$ cat src/rtl/rf_wb_arbiter_if.sv
// Writeback bus between the two writeback sources, decode's allocation port,
// and the register file write port.
interface rf_wb_arbiter_if;
  localparam int unsigned DW = 16;
  localparam int unsigned RW = 4;
  localparam int unsigned NREG = 16;

  logic          a_valid;
  logic [RW-1:0] a_reg;
  logic [DW-1:0] a_data;
  logic          a_ready;
  logic          b_valid;
  logic [RW-1:0] b_reg;
  logic [DW-1:0] b_data;
  logic          b_ready;
  logic          alloc_valid;
  logic [RW-1:0] alloc_reg;
  logic          WriteReg;
  logic [RW-1:0] DstReg;
  logic [DW-1:0] DstData;
  logic [NREG-1:0] busy;

  modport slave (
    input  a_valid, a_reg, a_data, b_valid, b_reg, b_data, alloc_valid, alloc_reg,
    output a_ready, b_ready, WriteReg, DstReg, DstData, busy
  );

  modport master (
    output a_valid, a_reg, a_data, b_valid, b_reg, b_data, alloc_valid, alloc_reg,
    input  a_ready, b_ready, WriteReg, DstReg, DstData, busy
  );
endinterface

$ cat src/rtl/rf_wb_arbiter.sv
// Round-robin arbiter sharing the register file write port between the ALU (A)
// and load (B) writeback paths, with a per-register busy scoreboard for decode.
module rf_wb_arbiter (
  input  logic           clk,
  input  logic           rst,
  rf_wb_arbiter_if.slave wb
);
  localparam int unsigned DW = 16;
  localparam int unsigned RW = 4;
  localparam int unsigned NREG = 16;

  typedef struct packed {
    logic          valid;
    logic [RW-1:0] rid;
    logic [DW-1:0] data;
  } slot_t;

  typedef enum logic {SRC_A = 1'b0, SRC_B = 1'b1} src_e;

  slot_t           slot_a_q, slot_a_d;
  slot_t           slot_b_q, slot_b_d;
  src_e            last_q, last_d;
  logic            wr_q, wr_d;
  logic [RW-1:0]   dst_q, dst_d;
  logic [DW-1:0]   data_q, data_d;
  logic [NREG-1:0] busy_q, busy_d;

  logic  grant_a_c, grant_b_c;
  logic  a_ready_c, b_ready_c;
  slot_t win_c;

  // On a tie the source that did not win last time gets the port.
  always_comb begin
    grant_a_c = slot_a_q.valid & (~slot_b_q.valid | (last_q == SRC_B));
    grant_b_c = slot_b_q.valid & (~slot_a_q.valid | (last_q == SRC_A));
    a_ready_c = ~slot_a_q.valid | grant_a_c;
    b_ready_c = ~slot_b_q.valid | grant_b_c;
  end

  always_comb begin
    slot_a_d = slot_a_q;
    slot_b_d = slot_b_q;
    last_d   = last_q;
    wr_d     = 1'b0;
    dst_d    = dst_q;
    data_d   = data_q;
    busy_d   = busy_q;
    win_c    = grant_a_c ? slot_a_q : slot_b_q;

    if (grant_a_c) begin
      slot_a_d.valid = 1'b0;
      last_d         = SRC_A;
    end
    if (grant_b_c) begin
      slot_b_d.valid = 1'b0;
      last_d         = SRC_B;
    end

    // A same-cycle handshake refills a slot that is draining.
    if (wb.a_valid && a_ready_c) begin
      slot_a_d = '{valid: 1'b1, rid: wb.a_reg, data: wb.a_data};
    end
    if (wb.b_valid && b_ready_c) begin
      slot_b_d = '{valid: 1'b1, rid: wb.b_reg, data: wb.b_data};
    end

    // R0 entries consume their grant but never reach the register file.
    if ((grant_a_c || grant_b_c) && (win_c.rid != '0)) begin
      wr_d   = 1'b1;
      dst_d  = win_c.rid;
      data_d = win_c.data;
    end

    // A new producer outranks the commit of the previous one.
    for (int r = 1; r < NREG; r++) begin
      if (wb.alloc_valid && (wb.alloc_reg == RW'(r))) begin
        busy_d[r] = 1'b1;
      end else if (wr_d && (dst_d == RW'(r))) begin
        busy_d[r] = 1'b0;
      end
    end
    busy_d[0] = 1'b0;
  end

  always_ff @(posedge clk or negedge rst) begin
    if (!rst) begin
      slot_a_q <= '0;
      slot_b_q <= '0;
      last_q   <= SRC_B;
      wr_q     <= 1'b0;
      dst_q    <= '0;
      data_q   <= '0;
      busy_q   <= '0;
    end else begin
      slot_a_q <= slot_a_d;
      slot_b_q <= slot_b_d;
      last_q   <= last_d;
      wr_q     <= wr_d;
      dst_q    <= dst_d;
      data_q   <= data_d;
      busy_q   <= busy_d;
    end
  end

  assign wb.a_ready  = a_ready_c;
  assign wb.b_ready  = b_ready_c;
  assign wb.WriteReg = wr_q;
  assign wb.DstReg   = dst_q;
  assign wb.DstData  = data_q;
  assign wb.busy     = busy_q;

endmodule

$ cat src/flat_wrapper.sv
// flat-port wrapper written by rule: the top's interface ports become plain ports
module rf_wb_arbiter_flat 
  (clk, rst, wb_a_valid, wb_a_reg, wb_a_data, wb_b_valid, wb_b_reg, wb_b_data, wb_alloc_valid, wb_alloc_reg, wb_a_ready, wb_b_ready, wb_WriteReg, wb_DstReg, wb_DstData, wb_busy);
  rf_wb_arbiter_if wb_i ();
  input  logic clk;
  input  logic rst;
  input wire logic [$bits(wb_i.a_valid)-1:0] wb_a_valid;
  input wire logic [$bits(wb_i.a_reg)-1:0] wb_a_reg;
  input wire logic [$bits(wb_i.a_data)-1:0] wb_a_data;
  input wire logic [$bits(wb_i.b_valid)-1:0] wb_b_valid;
  input wire logic [$bits(wb_i.b_reg)-1:0] wb_b_reg;
  input wire logic [$bits(wb_i.b_data)-1:0] wb_b_data;
  input wire logic [$bits(wb_i.alloc_valid)-1:0] wb_alloc_valid;
  input wire logic [$bits(wb_i.alloc_reg)-1:0] wb_alloc_reg;
  output wire logic [$bits(wb_i.a_ready)-1:0] wb_a_ready;
  output wire logic [$bits(wb_i.b_ready)-1:0] wb_b_ready;
  output wire logic [$bits(wb_i.WriteReg)-1:0] wb_WriteReg;
  output wire logic [$bits(wb_i.DstReg)-1:0] wb_DstReg;
  output wire logic [$bits(wb_i.DstData)-1:0] wb_DstData;
  output wire logic [$bits(wb_i.busy)-1:0] wb_busy;
  assign wb_i.a_valid = wb_a_valid;
  assign wb_i.a_reg = wb_a_reg;
  assign wb_i.a_data = wb_a_data;
  assign wb_i.b_valid = wb_b_valid;
  assign wb_i.b_reg = wb_b_reg;
  assign wb_i.b_data = wb_b_data;
  assign wb_i.alloc_valid = wb_alloc_valid;
  assign wb_i.alloc_reg = wb_alloc_reg;
  assign wb_a_ready = wb_i.a_ready;
  assign wb_b_ready = wb_i.b_ready;
  assign wb_WriteReg = wb_i.WriteReg;
  assign wb_DstReg = wb_i.DstReg;
  assign wb_DstData = wb_i.DstData;
  assign wb_busy = wb_i.busy;
  rf_wb_arbiter u_core (.clk(clk), .rst(rst), .wb(wb_i));
endmodule
$ cat config.mk
export PLATFORM = sky130hd
export DESIGN_NAME = rf_wb_arbiter_flat
export DESIGN_NICKNAME = d
export VERILOG_FILES = /design/src/rtl/rf_wb_arbiter_if.sv /design/src/rtl/rf_wb_arbiter.sv /design/src/flat_wrapper.sv
export SDC_FILE = /design/constraint.sdc
export NUM_CORES = 1
export LEC_CHECK = 0
export CAP_MARGIN = 20
export CORE_ASPECT_RATIO = 1.5
export CORE_MARGIN = 5
export CORE_UTILIZATION = 40
export CTS_CLUSTER_SIZE = 12
export DETAILED_ROUTE_END_ITERATION = 10
export MAX_ROUTING_LAYER = met4
export PLACE_DENSITY = 0.68
export SKIP_CTS_REPAIR_TIMING = 1
export SYNTH_ARGS = -nofsm -noshare
export SYNTH_HDL_FRONTEND = slang
export SYNTH_SLANG_ARGS = --single-unit
export TNS_END_PERCENT = 50
$ cat constraint.sdc
create_clock -name clk -period 2.05 [get_ports clk]
set_clock_uncertainty 0.05 [all_clocks]
set_input_delay 0.3075 -clock clk [delete_from_list [all_inputs] [get_ports clk]]
set_output_delay 0.3075 -clock clk [all_outputs]
set_load 0.01 [all_outputs]
-- Yosys cells after proc, flatten, opt, wreduce, memory -nomap -nowiden
Index checks and enable logic that the tools add are counted.
- logic and storage cells: 155
- flip-flop bits (word level): 79
- output and inout port bits: 39
- input port bits: 49
- bitwise operators: 9
- reductions and logical operators: 53
- eq/ne operators: 30
- multiplexer cells: 38
- operators with widths (operator ; count):
    4-bit == test (second input constant) ; 16
    21-bit 2-to-1 mux ; 2
    2-bit nonzero test ; 18
    1-bit 2-to-1 mux ; 34
    1-bit logical AND ; 33
    4-bit by 3-bit == test with 1-bit output (second input constant) ; 8
    20-bit 2-to-1 mux ; 1
    4-bit by 2-bit == test with 1-bit output (second input constant) ; 4
    4-bit by 1-bit == test with 1-bit output (second input constant) ; 2
    4-bit 2-to-1 mux ; 1
    1-bit bitwise OR ; 4
    4-bit nonzero test ; 1
    1-bit inverter ; 3
    1-bit AND ; 2
    1-bit logical OR ; 1

-- Depth between registers and ports, before layout
Gate-level depths: netlist of run 1.
- depth in word-level cells: 11
- mapped depth: 8
- mapped depth without buffers: 5

-- Least setup slack after synthesis of run 1
OpenSTA, ideal clock, no wires.
- path kind: register -> register
- start: register u_core.slot_b_q[18] in the netlist's numbering
- end: register u_core.dst_q[0], in the netlist u_core.wb.DstReg[0]
- path slack: 258 ps
- setup time: 119 ps
- period minus slack after synthesis: 1792 ps
- data arrival time: 1623 ps
- buffers on the path: 3
- cell stages (with the launch flop): 8
- data required time: 1881 ps
- path through: dfrtp_1 > buf_6 > or4_4 > a21oi_4 > nor3_2 > buf_6 > buf_6 > o21a_1
- cells in the longest elaborated chain, start to end: 4
- RTL lines (element ; RTL line ; RTL):
    start, declared ; rf_wb_arbiter.sv:21 ; slot_t slot_b_q, slot_b_d;
    start signal, assigned ; rf_wb_arbiter.sv:96 ; slot_b_q <= slot_b_d;
    20-bit 2-to-1 mux ; rf_wb_arbiter.sv:48 ; win_c = grant_a_c ? slot_a_q : slot_b_q;
    4-bit nonzero test ; rf_wb_arbiter.sv:68 ; if ((grant_a_c || grant_b_c) && (win_c.rid != '0)) begin
    1-bit logical AND ; rf_wb_arbiter.sv:68 ;
    4-bit 2-to-1 mux ; rf_wb_arbiter.sv:68 ;
    via u_core.dst_d[0] ; rf_wb_arbiter.sv:24 ; logic [RW-1:0] dst_q, dst_d;
    end signal, assigned ; rf_wb_arbiter.sv:99 ; dst_q <= dst_d;
    end, declared ; rf_wb_arbiter.sv:24 ;
The timed path passes the listed nets, and every way through them passes these cells.
A chain may end at the register's enable or synchronous reset.

-- Worst setup path after layout of run 1
- start: register u_core.slot_a_q[16] in the netlist's numbering
- end: register u_core.busy_q[13], in the netlist u_core.wb.busy[13]
- cells in the longest elaborated chain, start to end: 7
- elaborated cells on any way between the ends: 8
- those cells by class: 1 x eq/ne; 3 x mux; 4 x reduce/logical
- RTL lines (element ; RTL line ; RTL):
    start, declared ; rf_wb_arbiter.sv:20 ; slot_t slot_a_q, slot_a_d;
    start signal, assigned ; rf_wb_arbiter.sv:95 ; slot_a_q <= slot_a_d;
    20-bit 2-to-1 mux * ; rf_wb_arbiter.sv:48 ;
    4-bit nonzero test ; rf_wb_arbiter.sv:68 ;
    1-bit logical AND ; rf_wb_arbiter.sv:68 ;
    4-bit 2-to-1 mux ; rf_wb_arbiter.sv:68 ;
    4-bit == test ; rf_wb_arbiter.sv:78 ; end else if (wr_d && (dst_d == RW'(r))) begin
    1-bit logical AND * ; rf_wb_arbiter.sv:78 ;
    2-bit nonzero test (no line) * ; -- ;
    end signal, assigned ; rf_wb_arbiter.sv:101 ; busy_q <= busy_d;
    end, declared ; rf_wb_arbiter.sv:26 ; logic [NREG-1:0] busy_q, busy_d;
Every way passes the cells marked *; elsewhere a longest branch is shown, timed or not.

==> metrics.cfg, run 1 <==
[pwr]
pwr-share-clk_pct = 21.6
seq_power_share_pct = 38.3
intPower_mw = 4.434
p_sw_share_pct = 33.03
leakagePower_nw = 2.091
ir_worst_vdd_v = 0.0006377
switchingPower_mw = 2.187
p_total_mw = 6.620
power_density_nw_per_um2 = 1342
combPwrFrac_pct = 40.1

[grt]
grt_pass1_vias = 2874
grt_pass1_wl_um = 14040
grt_max_degree = 35
grt_util_all_layers_pct = 17.34
grt_overflow = 0
antenna_found_initial = 0

[clock_tree]
path_clk_slew_ns = 0.06
htree_levels = 3
cts_root_buf = clkbuf_16
cts.sinks = 79
clkLatencyLatePin_ns = 0.33
numCtsBuffers = 9
cts_tree = built
clockBufferDepth = 2

[floorplanning]
num_rows = 42
die_x_um = 86.99
start_util_pct = 40.52
ios = 88
fp.dieArea_um2 = 10910
coreArea_um2 = 8776
die_y_um = 125.5

[route]
first_pass_iters = 4
routedWlPerCell_um = 16.88
dr_total_vias = 2736
drtAntennaViolNets = 0
first_iter_violations = 135
drc = 0
drt-vias-per-instance = 5.262
wl_um = 8780

[synthesis]
syn_nets = 352
ys_async_sr_fraction_pct = 100.0
yosysUniqueCellTypes = 45
synthTopCellsByArea = dfrtp_1 55%, mux2_2 13%, mux2i_1 5.1%
avgSynthCellArea_um2 = 11.74
synth-seq-cells = 79
yosysTopAreaCell = dfrtp_1
yosysSeqAreaShare_pct = 55.63
synth_ff_type = dfrtp_1
synth_edf_count = 0
synthCells = 303
yosysWarnings = 0
syn_area_um2 = 3556
netlist.area_leader.share_pct = 54.89

[worst_setup_path]
r2r_end = u_core.wb.busy[13]$_DFFE_PN0P_
critPathLaunch = u_core.slot_a_q[16]$_DFFE_PN0P_
cp-start-kind = register
cp.arrival_ns = 2.13
critPathKind = reg2reg
r2r_setup_slack_ns = 0.08
worstSetupEndpointType = register
rr_startpoint = u_core.slot_a_q[16]$_DFFE_PN0P_
critPathCapture = u_core.wb.busy[13]$_DFFE_PN0P_
crit_required_ns = 2.21
cp_max_fo = 5
reg2regPathDepth = 5

[final_layout]
final_cell_mix = 84 x clkdlybuf4s50_1, 78 x dfrtp_1, 40 x mux2_2, 29 x a21oi_1, 24 x nor2_1
fin_area_um2 = 4933
antenna_cells = 0
final_layout_size_suffix_gt1_share_pct = 21.22
n_fill_cell = 768
areaGrowthSynthToFinish_pct = 38.74
final_common_cell = clkdlybuf4s50_1
nNetsFinal = 454
postLayoutCoreUtil_pct = 56.22

[timing]
fmax_mhz = 506.9
slew_violations = 0
setup_viol = 0
hold_ws_ns = 0.4123
hold_violations = 0
setup_tns_ns = 0
worst_slew_pin_slew_ns = 0.6427
rsz0062_at_grt = yes
timing.final.crit_period_ns = 1.973
period_share_pct = 96.23
maxSlewHeadroom_pct = 57.01

[place]
gp_congestion = 0.9174
hpwl_um = 6711
io_buffers = 86
dpl_cell_area_um2 = 4643

[run]
drv_cap = 0

[outcome]
outcome = finished clean

[hold_path]
hold_class = in2async

## cell families after synthesis
group / share of synthesized area (%)
AO/OA/AOI/OAI: 12.67
buffers and inverters: 4.047
flip-flops: 55.63
multiplexers: 17.73
other: 0.1055
AND/OR/NAND/NOR: 9.817
## flip-flops by register name (all words and copies together) (netlist names)
| register | count |
|---|---|
| u_core.slot_b_q | 21 |
| u_core.slot_a_q | 21 |
| u_core.wb.DstReg | 4 |
| u_core.last_q | 1 |
| u_core.wb.WriteReg | 1 |
| u_core.wb.busy | 15 |
| u_core.wb.DstData | 16 |
## synth_stat cells, types with 2 or more instances
master and n:
dfrtp_1 78, mux2_2 40, a21oi_1 29, nor2_1 24
mux2i_1 18, nand2_1 11, o21ai_0 11, buf_2 10
inv_1 9, nand2b_1 7, nor3_1 5, o31ai_1 5
buf_6 4, nand3_1 4, o22ai_1 4, o32ai_1 4
o21bai_1 3, a211oi_1 2, a21boi_0 2, and3_1 2
clkbuf_1 2, nand3b_1 2, nor2b_1 2, nor3_2 2
nor4_1 2, o2bb2ai_1 2
## power groups by stage
stage / Clock (mW) / Combinational, mW / Sequential, mW
2_1_floorplan: 0 / 1.24 / 2.64
3_3_place_gp: 0 / 2.62 / 2.53
3_5_place_dp: 0 / 2.67 / 2.56
4_1_cts: 1.46 / 2.68 / 2.54
5_1_grt: 1.52 / 2.87 / 2.61
6_report: 1.43 / 2.66 / 2.53
## final cells by class
cell class	instances	area (um^2)	area share (%)
sequential	79	1978	40.10
timing repair buffer	108	1066	21.61
tap	110	137.6	2.790
clock buffer	10	229.0	4.641
clock inverter	6	37.54	0.7608
inverter	9	33.78	0.6848
multi-input combinational	198	1451	29.42
## stage by stage
step                cells  worst slack (ns)
floorplan             303            0.2579
global placement      503           0.09376
detailed placement    503           0.06573
CTS                   519          -0.03935
global route          520          -0.03516
finish                520           0.07729
## layer usage
| metal | vias to the layer above | routed length (um) | part of all wire [%] | global-route usage [%] |
|---|---|---|---|---|
| li1 | 1294 | - | - | - |
| met1 | 1331 | 3205 | 37 | 18.14 |
| met2 | 95 | 4867 | 55 | 30.34 |
| met3 | 16 | 492 | 5.6 | 4.016 |
| met4 | 0 | 215 | 2.4 | 7.523 |
| met5 | - | 0 | 0 | - |
## worst max-delay path: stages, from the launching register on
cell and delay, ns:
dfrtp_1 0.45, or4_1 0.54, nor3_2 0.27, o21bai_1 0.21, a21oi_1 0.22, o22ai_1 0.11
## how the worst min path moves through the flow
stage                     slack [ns]  startpoint                               to
after detailed placement        0.24         rst  u_core.slot_b_q[17]$_DFFE_PN0P_
after floorplan                -0.04         rst   u_core.slot_a_q[0]$_DFFE_PN0P_
after CTS                      -0.12         rst  u_core.slot_b_q[17]$_DFFE_PN0P_
after global placement          0.23         rst  u_core.slot_b_q[17]$_DFFE_PN0P_
final                           0.41         rst  u_core.slot_b_q[16]$_DFFE_PN0P_
after global routing            0.44         rst  u_core.slot_b_q[16]$_DFFE_PN0P_
Power figures use the tool's default switching activity.
==> inputs of run 2 (changes only) <==
- CORE_UTILIZATION: 40 -> 49
- CTS_BUF_LIST: not set -> sky130_fd_sc_hd__clkbuf_16
- PLACE_DENSITY: 0.68 -> 0.81
==> run 2 against run 1 <==
Sequential share of layout area hardly changed; total power is 0.22% lower; cell area hardly changed; final cell count is 1.5% lower; register-to-register slack worse by 0.02 ns; via count is 2.9% higher; combinational power is 3% higher; worst hold slack worse by 0.033 ns; non-clock buffer count is 2 higher; die area is 17% lower; critical endpoint is now u_core.wb.DstReg[3]$_DFF_PN0_; clock power is 6% lower.
==> metrics.cfg, run 2 (same netlist as run 1, synthesis figures left out) <==
[route]
wl_um = 9063  ; +3.2%
first_iter_violations = 186  ; +38%
dr_total_vias = 2815  ; +2.9%
drc = 0  ; unchanged
drt-vias-per-instance = 5.498  ; +4.5%
routedWlPerCell_um = 17.70  ; +4.8%
first_pass_iters = 4  ; unchanged
drtAntennaViolNets = 0  ; unchanged

[grt]
grt_overflow = 0  ; unchanged
antenna_found_initial = 0  ; unchanged
grt_max_degree = 35  ; unchanged
grt_util_all_layers_pct = 22.06  ; +4.7 points
grt_pass1_vias = 3063  ; +6.6%
grt_pass1_wl_um = 14710  ; +4.8%

[pwr]
switchingPower_mw = 2.172  ; -0.68%
p_sw_share_pct = 32.88  ; -0.15 points
combPwrFrac_pct = 41.4  ; +1.3 points
pwr-share-clk_pct = 20.4  ; -1.2 points
power_density_nw_per_um2 = 1339  ; -0.25%
leakagePower_nw = 2.131  ; +1.9%
seq_power_share_pct = 38.2  ; about the same
intPower_mw = 4.434  ; about the same
ir_worst_vdd_v = 0.0007473  ; +17%

[floorplanning]
coreArea_um2 = 7179  ; -18%
die_y_um = 114.3  ; -8.9%
num_rows = 38  ; -9.5%
ios = 88  ; unchanged
start_util_pct = 49.53  ; +9.0 points
fp.dieArea_um2 = 9096  ; -17%
die_x_um = 79.56  ; -8.5%

[timing]
hold_ws_ns = 0.3791  ; -0.03325 ns
period_share_pct = 96.99  ; +0.76 points
setup_viol = 0  ; unchanged
maxSlewHeadroom_pct = 50.63  ; -6.4 points
slew_violations = 0  ; unchanged
timing.final.crit_period_ns = 1.988  ; +0.01558 ns
rsz0062_at_grt = yes
setup_tns_ns = 0  ; unchanged
worst_slew_pin_slew_ns = 0.7381  ; +0.09541 ns
hold_violations = 0  ; unchanged
fmax_mhz = 502.9  ; -0.78%

[final_layout]
final_common_cell = clkdlybuf4s50_1
areaGrowthSynthToFinish_pct = 38.78  ; about the same
postLayoutCoreUtil_pct = 68.73  ; +13 points
final_cell_mix = 83 x clkdlybuf4s50_1, 77 x dfrtp_1, 40 x mux2_2, 29 x a21oi_1, 24 x nor2_1
nNetsFinal = 456  ; +0.44%
final_layout_size_suffix_gt1_share_pct = 20.39  ; -0.83 points
antenna_cells = 0  ; unchanged

[place]
gp_congestion = 0.9137  ; -0.40%
hpwl_um = 6785  ; +1.1%
io_buffers = 86  ; unchanged

[clock_tree]
numCtsBuffers = 9  ; unchanged
htree_levels = 3  ; unchanged
clkLatencyLatePin_ns = 0.33  ; about the same
clockBufferDepth = 2  ; unchanged
cts_tree = built
cts.sinks = 79  ; unchanged
cts_root_buf = clkbuf_16
path_clk_slew_ns = 0.06  ; about the same

[worst_setup_path]
cp_max_fo = 22  ; +17
cp.arrival_ns = 2.11  ; -0.02 ns
critPathKind = reg2reg
crit_required_ns = 2.17  ; -0.04 ns
cp-start-kind = register
worstSetupEndpointType = register
reg2regPathDepth = 6  ; +1

[run]
drv_cap = 0  ; unchanged

[outcome]
outcome = finished clean

[hold_path]
hold_class = in2async

-- run 2: changes by cell type in the layout (fill, tap and decap cells not counted), sizes merged --
cell | previous run | this run
dlymetal6s2s | 1 | 2
clkinvlp | 3 | 0
clkbuf | 10 | 9
buf | 22 | 24
clkdlybuf4s50 | 84 | 83
inv | 9 | 15
clkinv | 3 | 1
-- run 2: power groups by stage --
| stage | Combinational (mW) | Clock [mW] | Sequential, mW |
|---|---|---|---|
| after detailed placement | 2.73 | 0 | 2.53 |
| after CTS | 2.74 | 1.38 | 2.52 |
| final | 2.73 | 1.35 | 2.53 |
| after global routing | 2.96 | 1.45 | 2.59 |
| after floorplan | 1.24 | 0 | 2.64 |
| after global placement | 2.66 | 0 | 2.51 |
-- run 2: area by class of cell --
class / count / area, um^2
clock inverters: 7 / 27.53
flip-flops and latches: 79 / 1979
multi-input cells: 198 / 1448
repair buffers: 110 / 1096
fillers: 544 / 2245
well taps: 100 / 125.1
clock buffers: 9 / 225.2
inverters: 9 / 33.78
-- run 2: worst paths after layout --
| check | startpoint | slack (ns) | endpoint |
|---|---|---|---|
| max reg2reg | u_core.slot_a_q[16]$_DFFE_PN0P_ | 0.06 | u_core.wb.DstReg[3]$_DFF_PN0_ |
| max in group asynchronous | rst | 0.98 | u_core.slot_a_q[10]$_DFFE_PN0P_ |
| min in group clk | u_core.wb.busy[6]$_DFFE_PN0P_ | 0.43 | u_core.wb.busy[6]$_DFFE_PN0P_ |
| max | u_core.slot_a_q[16]$_DFFE_PN0P_ | 0.06 | u_core.wb.DstReg[3]$_DFF_PN0_ |
| min | rst | 0.38 | u_core.wb.busy[7]$_DFFE_PN0P_ |
| min reg2reg | u_core.wb.busy[6]$_DFFE_PN0P_ | 0.43 | u_core.wb.busy[6]$_DFFE_PN0P_ |
-- run 2: worst max-delay path, stage by stage (launching register included) --
cell and delay, ns:
dfrtp_1 0.43, or4_1 0.54, nor3_2 0.29, nor3_4 0.18, buf_12 0.20, nor2_1 0.08
a21oi_1 0.05
-- run 2: stage by stage --
stage / setup WS [ns] / total power [mW] / instance area [um^2] / cells
detailed placement: 0.1006 / 5.259 / 4658 / 495
global route: -0.006993 / 7.002 / 4935 / 512
floorplan: 0.2579 / 3.876 / 3556 / 303
finish: 0.06171 / 6.606 / 4935 / 512
CTS: -0.06491 / 6.646 / 4911 / 511
global placement: 0.1229 / 5.175 / 4658 / 495
-- run 2: per-layer routing --
layer	wire length, um	vias up	global-route usage, %
met5	0	-	-
met2	5075	110	38.82
met1	3257	1381	22.42
met4	283	0	13.19
met3	446	25	3.937
li1	-	1299	-
